### src/rtl/l1_pkg.sv
// Shared types and helpers for the L1 read-port group.
// Holds the port FSM state encoding and the same-stream increment width rule.
package l1_pkg;

  typedef enum logic [1:0] {
    S_EMPTY = 2'd0,
    S_EVAL  = 2'd1,
    S_PART  = 2'd2
  } state_e;

  // Width that holds the sum of every lower port's length at its maximum.
  function automatic int inc_width(input int np, input int ml);
    return $clog2(np * ml + 1);
  endfunction

endpackage

### src/rtl/l1_rd_inc.sv
// Same-stream length summation over lower-numbered ports, plus the
// cacheline-carry and discard decision for one captured request.
module l1_rd_inc #(
  parameter int nstrms       = 64,
  parameter int nstrms_width = 6,
  parameter int nports       = 8,
  parameter int portid       = 0,
  parameter int ptr_width    = 8,
  parameter int cl_size      = 8,
  parameter int clofs_width  = 3,
  parameter int len_width    = 1,
  parameter int inc_w        = 4
) (
  input  logic [nstrms_width-1:0]        sid_i,
  input  logic [len_width-1:0]           len_i,
  input  logic [nports-1:0]              acts_i,
  input  logic [nports*nstrms_width-1:0] sids_i,
  input  logic [nports*len_width-1:0]    lens_i,
  input  logic [nstrms*ptr_width-1:0]    ptrs_i,
  input  logic [nstrms-1:0]              rst_end_i,
  input  logic [nstrms-1:0]              l1_end_i,
  input  logic [nstrms-1:0]              single_v_i,
  output logic [ptr_width-1:0]           ptr_o,
  output logic [inc_w-1:0]               inc_o,
  output logic                           dsc_o
);

  // Offset sum never exceeds three cachelines, so two spare bits suffice.
  localparam int SW = clofs_width + 2;

  logic [SW-1:0] ofs_sum;
  logic          carry;

  // NOTE: every always_comb output gets a default first so no path leaves it
  // unassigned, which would otherwise infer a latch.
  always_comb begin
    inc_o = '0;
    for (int j = 0; j < nports; j++) begin
      if (j < portid && acts_i[j] &&
          sids_i[j*nstrms_width +: nstrms_width] == sid_i) begin
        inc_o = inc_o + inc_w'(lens_i[j*len_width +: len_width]);
      end
    end
  end

  assign ptr_o = ptrs_i[sid_i*ptr_width +: ptr_width];

  // offset + inc + len - 1 >= cl_size, rewritten to avoid underflow at len 0.
  assign ofs_sum = SW'(ptr_o[clofs_width-1:0]) + SW'(inc_o) + SW'(len_i);
  assign carry   = ofs_sum > SW'(cl_size);

  assign dsc_o = l1_end_i[sid_i]
               | (rst_end_i[sid_i] & single_v_i[sid_i] & carry)
               | (len_i == '0);

endmodule

### src/rtl/l1_rd_port_grp.sv
// One L1 read port: s1 capture, pointer evaluation, and an eager fork into
// an in-order address channel (with discards) and a pointer-update channel.
module l1_rd_port_grp
  import l1_pkg::*;
#(
  parameter int nstrms       = 64,
  parameter int nstrms_width = $clog2(nstrms),
  parameter int nports       = 8,
  parameter int portid       = 0,
  parameter int ptr_width    = 8,
  parameter int cl_size      = 8,
  parameter int clofs_width  = $clog2(cl_size),
  parameter int max_len      = 1,
  parameter int len_width    = $clog2(max_len + 1),
  parameter int cnt_width    = 16
) (
  input  logic                           clk,
  input  logic                           reset,
  input  logic [nstrms-1:0]              i_rst_end,
  input  logic [nstrms-1:0]              i_l1_end,
  input  logic [nstrms-1:0]              i_single_v,
  input  logic                           i_rd_v,
  output logic                           i_rd_r,
  input  logic [nstrms_width-1:0]        i_rd_sid,
  input  logic [len_width-1:0]           i_rd_len,
  input  logic [nports-1:0]              i_rd_acts,
  input  logic [nports*nstrms_width-1:0] i_rd_sids,
  input  logic [nports*len_width-1:0]    i_rd_lens,
  input  logic [nstrms*ptr_width-1:0]    i_ptrs,
  output logic                           o_rd_act,
  output logic                           o_addr_v,
  input  logic                           o_addr_r,
  output logic [ptr_width-1:0]           o_addr_ptr,
  output logic [nstrms_width-1:0]        o_addr_sid,
  output logic [len_width-1:0]           o_addr_len,
  output logic                           o_addr_dsc,
  output logic [nstrms-1:0]              o_req_v,
  input  logic [nstrms-1:0]              o_req_r,
  output logic [len_width-1:0]           o_req_len,
  output logic [cnt_width-1:0]           o_dsc_cnt
);

  localparam int inc_w = inc_width(nports, max_len);

  state_e state_q, state_d;

  logic [nstrms_width-1:0]        s1_sid_q;
  logic [len_width-1:0]           s1_len_q;
  logic [nports-1:0]              s1_acts_q;
  logic [nports*nstrms_width-1:0] s1_sids_q;
  logic [nports*len_width-1:0]    s1_lens_q;

  logic [ptr_width-1:0] ev_ptr;
  logic [inc_w-1:0]     ev_inc;
  logic                 ev_dsc;

  logic [ptr_width-1:0] hold_ptr_q;
  logic [inc_w-1:0]     hold_inc_q;
  logic                 hold_dsc_q;
  logic                 hold_a_q;

  logic [ptr_width-1:0] eff_ptr;
  logic [inc_w-1:0]     eff_inc;
  logic                 eff_dsc;
  logic [ptr_width-1:0] a_ptr_d;

  logic                    a_v_q, a_dsc_q;
  logic [ptr_width-1:0]    a_ptr_q;
  logic [nstrms_width-1:0] a_sid_q;
  logic [len_width-1:0]    a_len_q;

  logic                    b_v_q;
  logic [nstrms_width-1:0] b_sid_q;
  logic [len_width-1:0]    b_len_q;

  logic [cnt_width-1:0] cnt_q;

  logic s1_v, capture, a_free, b_free;
  logic a_ld, b_ld, fire, hold_en;

  l1_rd_inc #(
    .nstrms       (nstrms),
    .nstrms_width (nstrms_width),
    .nports       (nports),
    .portid       (portid),
    .ptr_width    (ptr_width),
    .cl_size      (cl_size),
    .clofs_width  (clofs_width),
    .len_width    (len_width),
    .inc_w        (inc_w)
  ) u_inc (
    .sid_i      (s1_sid_q),
    .len_i      (s1_len_q),
    .acts_i     (s1_acts_q),
    .sids_i     (s1_sids_q),
    .lens_i     (s1_lens_q),
    .ptrs_i     (i_ptrs),
    .rst_end_i  (i_rst_end),
    .l1_end_i   (i_l1_end),
    .single_v_i (i_single_v),
    .ptr_o      (ev_ptr),
    .inc_o      (ev_inc),
    .dsc_o      (ev_dsc)
  );

  assign s1_v    = (state_q != S_EMPTY);
  assign a_free  = ~a_v_q | o_addr_r;
  assign b_free  = ~b_v_q | o_req_r[b_sid_q];
  assign i_rd_r  = ~s1_v | fire;
  assign capture = i_rd_v & i_rd_r;

  // FSM: state register.
  // NOTE: sequential state uses non-blocking assignments so every register
  // samples pre-edge values regardless of process ordering.
  always_ff @(posedge clk) begin
    if (reset) state_q <= S_EMPTY;
    else       state_q <= state_d;
  end

  // FSM: next state.
  always_comb begin
    state_d = state_q;
    case (state_q)
      S_EMPTY: if (capture) state_d = S_EVAL;
      S_EVAL: begin
        if (fire)         state_d = capture ? S_EVAL : S_EMPTY;
        else if (hold_en) state_d = S_PART;
      end
      S_PART:  if (fire) state_d = capture ? S_EVAL : S_EMPTY;
      default: state_d = S_EMPTY;
    endcase
  end

  // FSM: branch loads and retire. A partial load only happens for dsc=0,
  // since a discard needs branch A alone.
  always_comb begin
    a_ld    = 1'b0;
    b_ld    = 1'b0;
    fire    = 1'b0;
    hold_en = 1'b0;
    case (state_q)
      S_EVAL: begin
        a_ld    = a_free;
        b_ld    = ~ev_dsc & b_free;
        fire    = a_ld & (b_ld | ev_dsc);
        hold_en = ~fire & (a_ld | b_ld);
      end
      S_PART: begin
        a_ld = ~hold_a_q & a_free;
        b_ld = hold_a_q & b_free;
        fire = a_ld | b_ld;
      end
      default: ;
    endcase
  end

  assign eff_ptr = (state_q == S_PART) ? hold_ptr_q : ev_ptr;
  assign eff_inc = (state_q == S_PART) ? hold_inc_q : ev_inc;
  assign eff_dsc = (state_q == S_PART) ? hold_dsc_q : ev_dsc;
  assign a_ptr_d = eff_dsc ? '0 : eff_ptr + ptr_width'(eff_inc);

  always_ff @(posedge clk) begin
    if (reset) begin
      s1_sid_q  <= '0;
      s1_len_q  <= '0;
      s1_acts_q <= '0;
      s1_sids_q <= '0;
      s1_lens_q <= '0;
    end else if (capture) begin
      s1_sid_q  <= i_rd_sid;
      s1_len_q  <= i_rd_len;
      s1_acts_q <= i_rd_acts;
      s1_sids_q <= i_rd_sids;
      s1_lens_q <= i_rd_lens;
    end
  end

  // Snapshot taken when the first branch loads; the second reuses it.
  always_ff @(posedge clk) begin
    if (reset) begin
      hold_ptr_q <= '0;
      hold_inc_q <= '0;
      hold_dsc_q <= 1'b0;
      hold_a_q   <= 1'b0;
    end else if (hold_en) begin
      hold_ptr_q <= ev_ptr;
      hold_inc_q <= ev_inc;
      hold_dsc_q <= ev_dsc;
      hold_a_q   <= a_ld;
    end
  end

  always_ff @(posedge clk) begin
    if (reset) begin
      a_v_q   <= 1'b0;
      a_ptr_q <= '0;
      a_sid_q <= '0;
      a_len_q <= '0;
      a_dsc_q <= 1'b0;
    end else if (a_ld) begin
      a_v_q   <= 1'b1;
      a_ptr_q <= a_ptr_d;
      a_sid_q <= s1_sid_q;
      a_len_q <= s1_len_q;
      a_dsc_q <= eff_dsc;
    end else if (o_addr_r) begin
      a_v_q   <= 1'b0;
    end
  end

  always_ff @(posedge clk) begin
    if (reset) begin
      b_v_q   <= 1'b0;
      b_sid_q <= '0;
      b_len_q <= '0;
    end else if (b_ld) begin
      b_v_q   <= 1'b1;
      b_sid_q <= s1_sid_q;
      b_len_q <= s1_len_q;
    end else if (o_req_r[b_sid_q]) begin
      b_v_q   <= 1'b0;
    end
  end

  always_ff @(posedge clk) begin
    if (reset) begin
      cnt_q <= '0;
    end else if (a_v_q & o_addr_r & a_dsc_q & ~&cnt_q) begin
      cnt_q <= cnt_q + 1'b1;
    end
  end

  always_comb begin
    o_req_v          = '0;
    o_req_v[b_sid_q] = b_v_q;
  end

  assign o_rd_act   = fire;
  assign o_addr_v   = a_v_q;
  assign o_addr_ptr = a_ptr_q;
  assign o_addr_sid = a_sid_q;
  assign o_addr_len = a_len_q;
  assign o_addr_dsc = a_dsc_q;
  assign o_req_len  = b_len_q;
  assign o_dsc_cnt  = cnt_q;

endmodule

### config.mk
export PLATFORM = sky130hd
export DESIGN_NAME = l1_rd_port_grp
export DESIGN_NICKNAME = d
export VERILOG_FILES = /design/src/rtl/l1_pkg.sv /design/src/rtl/l1_rd_inc.sv /design/src/rtl/l1_rd_port_grp.sv
export SDC_FILE = /design/constraint.sdc
export NUM_CORES = 1
export LEC_CHECK = 0
export ABC_AREA = 1
export BUFFER_PORTS_ARGS = -buffer_cell sky130_fd_sc_hd__buf_2
export CAP_MARGIN = 15
export CORE_AREA = 4 4 361 363
export DETAILED_ROUTE_END_ITERATION = 10
export DIE_AREA = 0 0 365 367
export PLACE_DENSITY = 0.34
export SLEW_MARGIN = 15
export SYNTH_ARGS = -nofsm -noshare
export SYNTH_HDL_FRONTEND = slang
export SYNTH_SLANG_ARGS = --single-unit
### constraint.sdc
create_clock -name clk -period 3.1 [get_ports clk]
set_input_delay 0.31 -clock clk [delete_from_list [all_inputs] [get_ports clk]]
set_output_delay 0.31 -clock clk [all_outputs]
set_load 0.05 [all_outputs]
==> reports/summary.txt <==
GLOBAL ROUTING
---------------------------------------------------------------------------------
Maximum number of pins on one net before global-route repair .......           80
Overall track demand over capacity in global routing ...............        12.6%
Number of antenna violations at the first check in global routing ..           26
Via count of the first global-routing pass .........................        17.4k
Remaining Overflow, GRT ............................................            0
First-pass GRT wire length ......................................... 123000 microns

ROUTE
---------------------------------------------------------------------------------
Via-per-instance ratio .............................................         3.80
Antenna Violating Nets Remaining ...................................            0
Detail-routed net length per standard cell ......................... 20.0 microns
Total Routed Length ................................................ 90300 microns
DR vias ............................................................        17.2k
Drt first pass iters ...............................................            5
Starting DRT DRC Count .............................................          886
Remaining design rule violation count ..............................            0

WORST HOLD PATH
---------------------------------------------------------------------------------
Hold Startpoint ....................................................  i_rd_sid[2]
Depth of the worst hold-timing path ................................            3
Type of the tightest min-delay check ...............................       in2reg
Hold EP ............................................................  s1_sid_q[2]

FINAL LAYOUT
---------------------------------------------------------------------------------
Total of fill cells in the finished design .........................        15.2k
Leading cell type in the layout, fill and taps excluded ............        buf_2
Layout net count ...................................................         3688
Layout Area Growth over Synthesis ..................................        80.0%
Count of non-filler cells in the finished layout ...................         4519
Fraction of final layout cells sized beyond drive strength 1 .......        39.9%
Commonest cells after routing, fill and taps aside ................. 876 x buf_2, 503 x nand2_1, 366 x nor2_1

STA
---------------------------------------------------------------------------------
Worst Setup Slack, final ...........................................      -636 ps
Setup total negative slack .........................................    -15070 ps
Achievable frequency ...............................................      268 MHz
Unrepaired setup endpoints after global routing ....................          yes
Share of the clock period used by the worst path after layout ......         121%
Max-slew headroom at the worst pin .................................        52.6%
Worst-margin pin slew ..............................................       708 ps
Setup Viol. Count Final ............................................           38
Worst clock skew on the final layout ...............................      11.5 ps
Count of pins over their slew limit ................................            0
Final Hold Viols ...................................................            0
Minimum clock period ...............................................      3740 ps

SYNTHESIS
---------------------------------------------------------------------------------
Fraction of synthesis flops using an asynchronous set or reset pin .           0%
FF+latch count, synth ..............................................           60
Dominant synthesized flop cell .....................................      dfxtp_1
Sequential cell area fraction in the yosys report ..................        12.2%
Count of unique library cells instantiated by Yosys ................           40
Number of flops mapped to enable cells by yosys ....................            0
Cell area after synthesis ..........................................   9810 sq um
Yosys warns ........................................................            0
Synthesized area per cell ..........................................   5.03 sq um
Cell count after synthesis .........................................         1950
Post-synthesis net count ...........................................         2800

POWER AND IR DROP
---------------------------------------------------------------------------------
Internal power .....................................................      4020 uW
Switching power summed over all nets ...............................      4920 uW
Reg power frac .....................................................        11.2%
Worst supply voltage drop on vdd ...................................   0.000234 V
Total power density per cell area ..................................  506 nW/um^2
Proportion of power drawn by combinational gates ...................        77.0%
Power, Total .......................................................      8940 uW
Leakage component of the power .....................................   0.00845 uW
Switching power share of the total .................................        55.1%
Clk pwr share ......................................................        11.8%

FLOORPLANNING
---------------------------------------------------------------------------------
Die boundary height ................................................  367 microns
Initial cell density of the core ...................................        7.73%
IO Count ...........................................................          943
Core Region ........................................................ 127000 sq um
Placement row count ................................................          131
Die Footprint ...................................................... 134000 sq um
Die span in x ......................................................  365 microns

SETUP PATH
---------------------------------------------------------------------------------
Worst Setup End Kind ............................................... primary output
Crit-path cells .................................................... buf_12, buf_12, buf_8, o21ai_4, o22ai_2, nor2_1, o22ai_2, o221ai_2, nand2_2, ha_4, ha_4, nor2_2, nand2_1, nand2_1, a21oi_2, nand2_1, buf_6, nand3_2, nand2_2, nand2_2, nand2_4, nand2_4, buf_12
Classification of the worst setup path .............................      reg2out
Biggest cell delay along the critical path .........................       360 ps
Data arrival time of the critical path .............................      3430 ps
Cell depth of the worst flop-to-flop path ..........................           28
Reg-to-reg setup timing slack ......................................      -510 ps
CP Launch Type .....................................................     register
Crit Reg-Reg Startpoint ............................................  s1_sid_q[0]
Critical register-to-register path endpoint ........................   state_q[0]
Data required, critical path .......................................      2790 ps
CP Max Fanout ......................................................            6
Critical path's slowest cell .......................................      dfxtp_4

CLOCK TREE
---------------------------------------------------------------------------------
# hold bufs at CTS .................................................            0
Total CTS buffers ..................................................            9
TritonCTS clock tree ...............................................         done
Max Buffers Root-to-Sink ...........................................            2
H-tree depth .......................................................            3
Clock sink total ...................................................           60
Reg clk slew, reported paths .......................................        70 ps
Clock root buffer master ...........................................    clkbuf_16
Clock network latency to the later pin of the worst-skew pair ......       350 ps

JOB
---------------------------------------------------------------------------------
# Max-Cap Violations ...............................................            0

STATUS
---------------------------------------------------------------------------------
Status ............................................................. complete, but fails checks
Violated checks .................................................... setup timing

PLACE
---------------------------------------------------------------------------------
Detail Placement HPWL .............................................. 76800 microns
Routability cong. ..................................................        0.863
Placed Cells .......................................................         4469
Count of buffers from port buffering ...............................          878

## cells by family after synthesis
logic type                 Yosys count  share of synthesized area [%]
and+or+nand+nor                   1105                           45.3
AOI/OAI and AO/OA                  546                           30.9
buffers and inverters              232                           10.7
DFF                                 60                           12.2
adders and majority gates            7                          0.892
## cell type report
cell class | instances | area (sq um) | share of cell area [%]
antenna | 14 | 35.0 | 0.198
clock buffer | 9 | 225 | 1.27
clock inverter | 7 | 75.1 | 0.425
inverter | 70 | 289 | 1.64
multi-input combinational | 1658 | 7820 | 44.3
sequential | 60 | 1220 | 6.90
tap | 1662 | 2080 | 11.8
timing repair buffer | 1037 | 5900 | 33.4
timing repair inverter | 2 | 20.0 | 0.113
## state kept, by name, indices dropped and copies added (netlist names)
name,count
s1_len_q,1
o_addr_sid,6
b_v_q,1
o_addr_len,1
state_q,2
o_addr_dsc,1
o_req_len,1
o_dsc_cnt,16
b_sid_q,6
hold_ptr_q,8
o_addr_v,1
hold_dsc_q,1
s1_sid_q,6
o_addr_ptr,8
hold_a_q,1
## metal layers
layer / part of all wire [%] / GRT usage [%]
met4: 1.9 / 2.66
met1: 40 / 14.9
met5: 0.099 / 0
met3: 6.2 / 2.04
met2: 51 / 23.5
## repair_timing
action	CTS	global route
cloned	3	1
setup buffers	12	6
pin swaps	20	17
gates resized for setup	55	43
hold endpoints to repair	0	0
setup endpoints to repair	38	38
## synthesized netlist by cell type (2+ instances only)
library cell / instances / area (sq um)
nand2_1: 510 / 1910
buf_6: 11 / 124
o221ai_1: 14 / 123
buf_1: 7 / 26.3
clkbuf_1: 82 / 308
o211ai_1: 14 / 105
buf_2: 56 / 280
o31ai_1: 4 / 30.0
a31oi_1: 2 / 12.5
o21ai_0: 303 / 1520
nor2_1: 374 / 1400
buf_4: 6 / 45.0
nor3_1: 17 / 85.1
inv_2: 8 / 30.0
o22ai_1: 109 / 682
nand3_1: 193 / 966
dfxtp_1: 60 / 1200
o32ai_1: 5 / 43.8
a21oi_1: 75 / 375
o21ai_1: 11 / 55.1
nand4_1: 4 / 25.0
ha_1: 7 / 87.6
inv_1: 61 / 229
## critical path: cells and delay by family (launching register included)
family | cells | cell delay (ps)
fa+ha+maj | 2 | 470
compound gates | 5 | 660
buf+inv | 5 | 670
simple gates | 11 | 880
flops | 1 | 360
## power by group through the flow
stage	clock network, uW	registers, uW	logic [uW]
2_1_floorplan	0	1110	3380
3_3_place_gp	0	1040	6740
3_5_place_dp	0	1040	6720
4_1_cts	1090	1030	6920
6_report	1050	1010	6880
5_1_grt	1130	1020	7650
## metrics by stage
step	hold slack [ps]	utilization, %	setup slack (ps)	instance area (sq um)
after global routing	257	13.9	-800	17600
final	240	13.9	-636	17700
after CTS	226	13.7	-739	17400
after detailed placement	431	13.2	-569	16800
after floorplan	419	-	-168	9970
after global placement	426	13.2	-637	16800
## worst max path at each step
stage	from	end	cells past startpoint
2_1_floorplan	s1_sid_q[1]	state_q[1]	26
3_3_place_gp	s1_sid_q[0]	i_rd_r	22
3_5_place_dp	s1_sid_q[1]	i_rd_r	21
4_1_cts	s1_sid_q[0]	i_rd_r	22
5_1_grt	s1_sid_q[0]	i_rd_r	23
6_report	s1_sid_q[0]	i_rd_r	23
No activity file was read; power rests on OpenSTA's default activity.
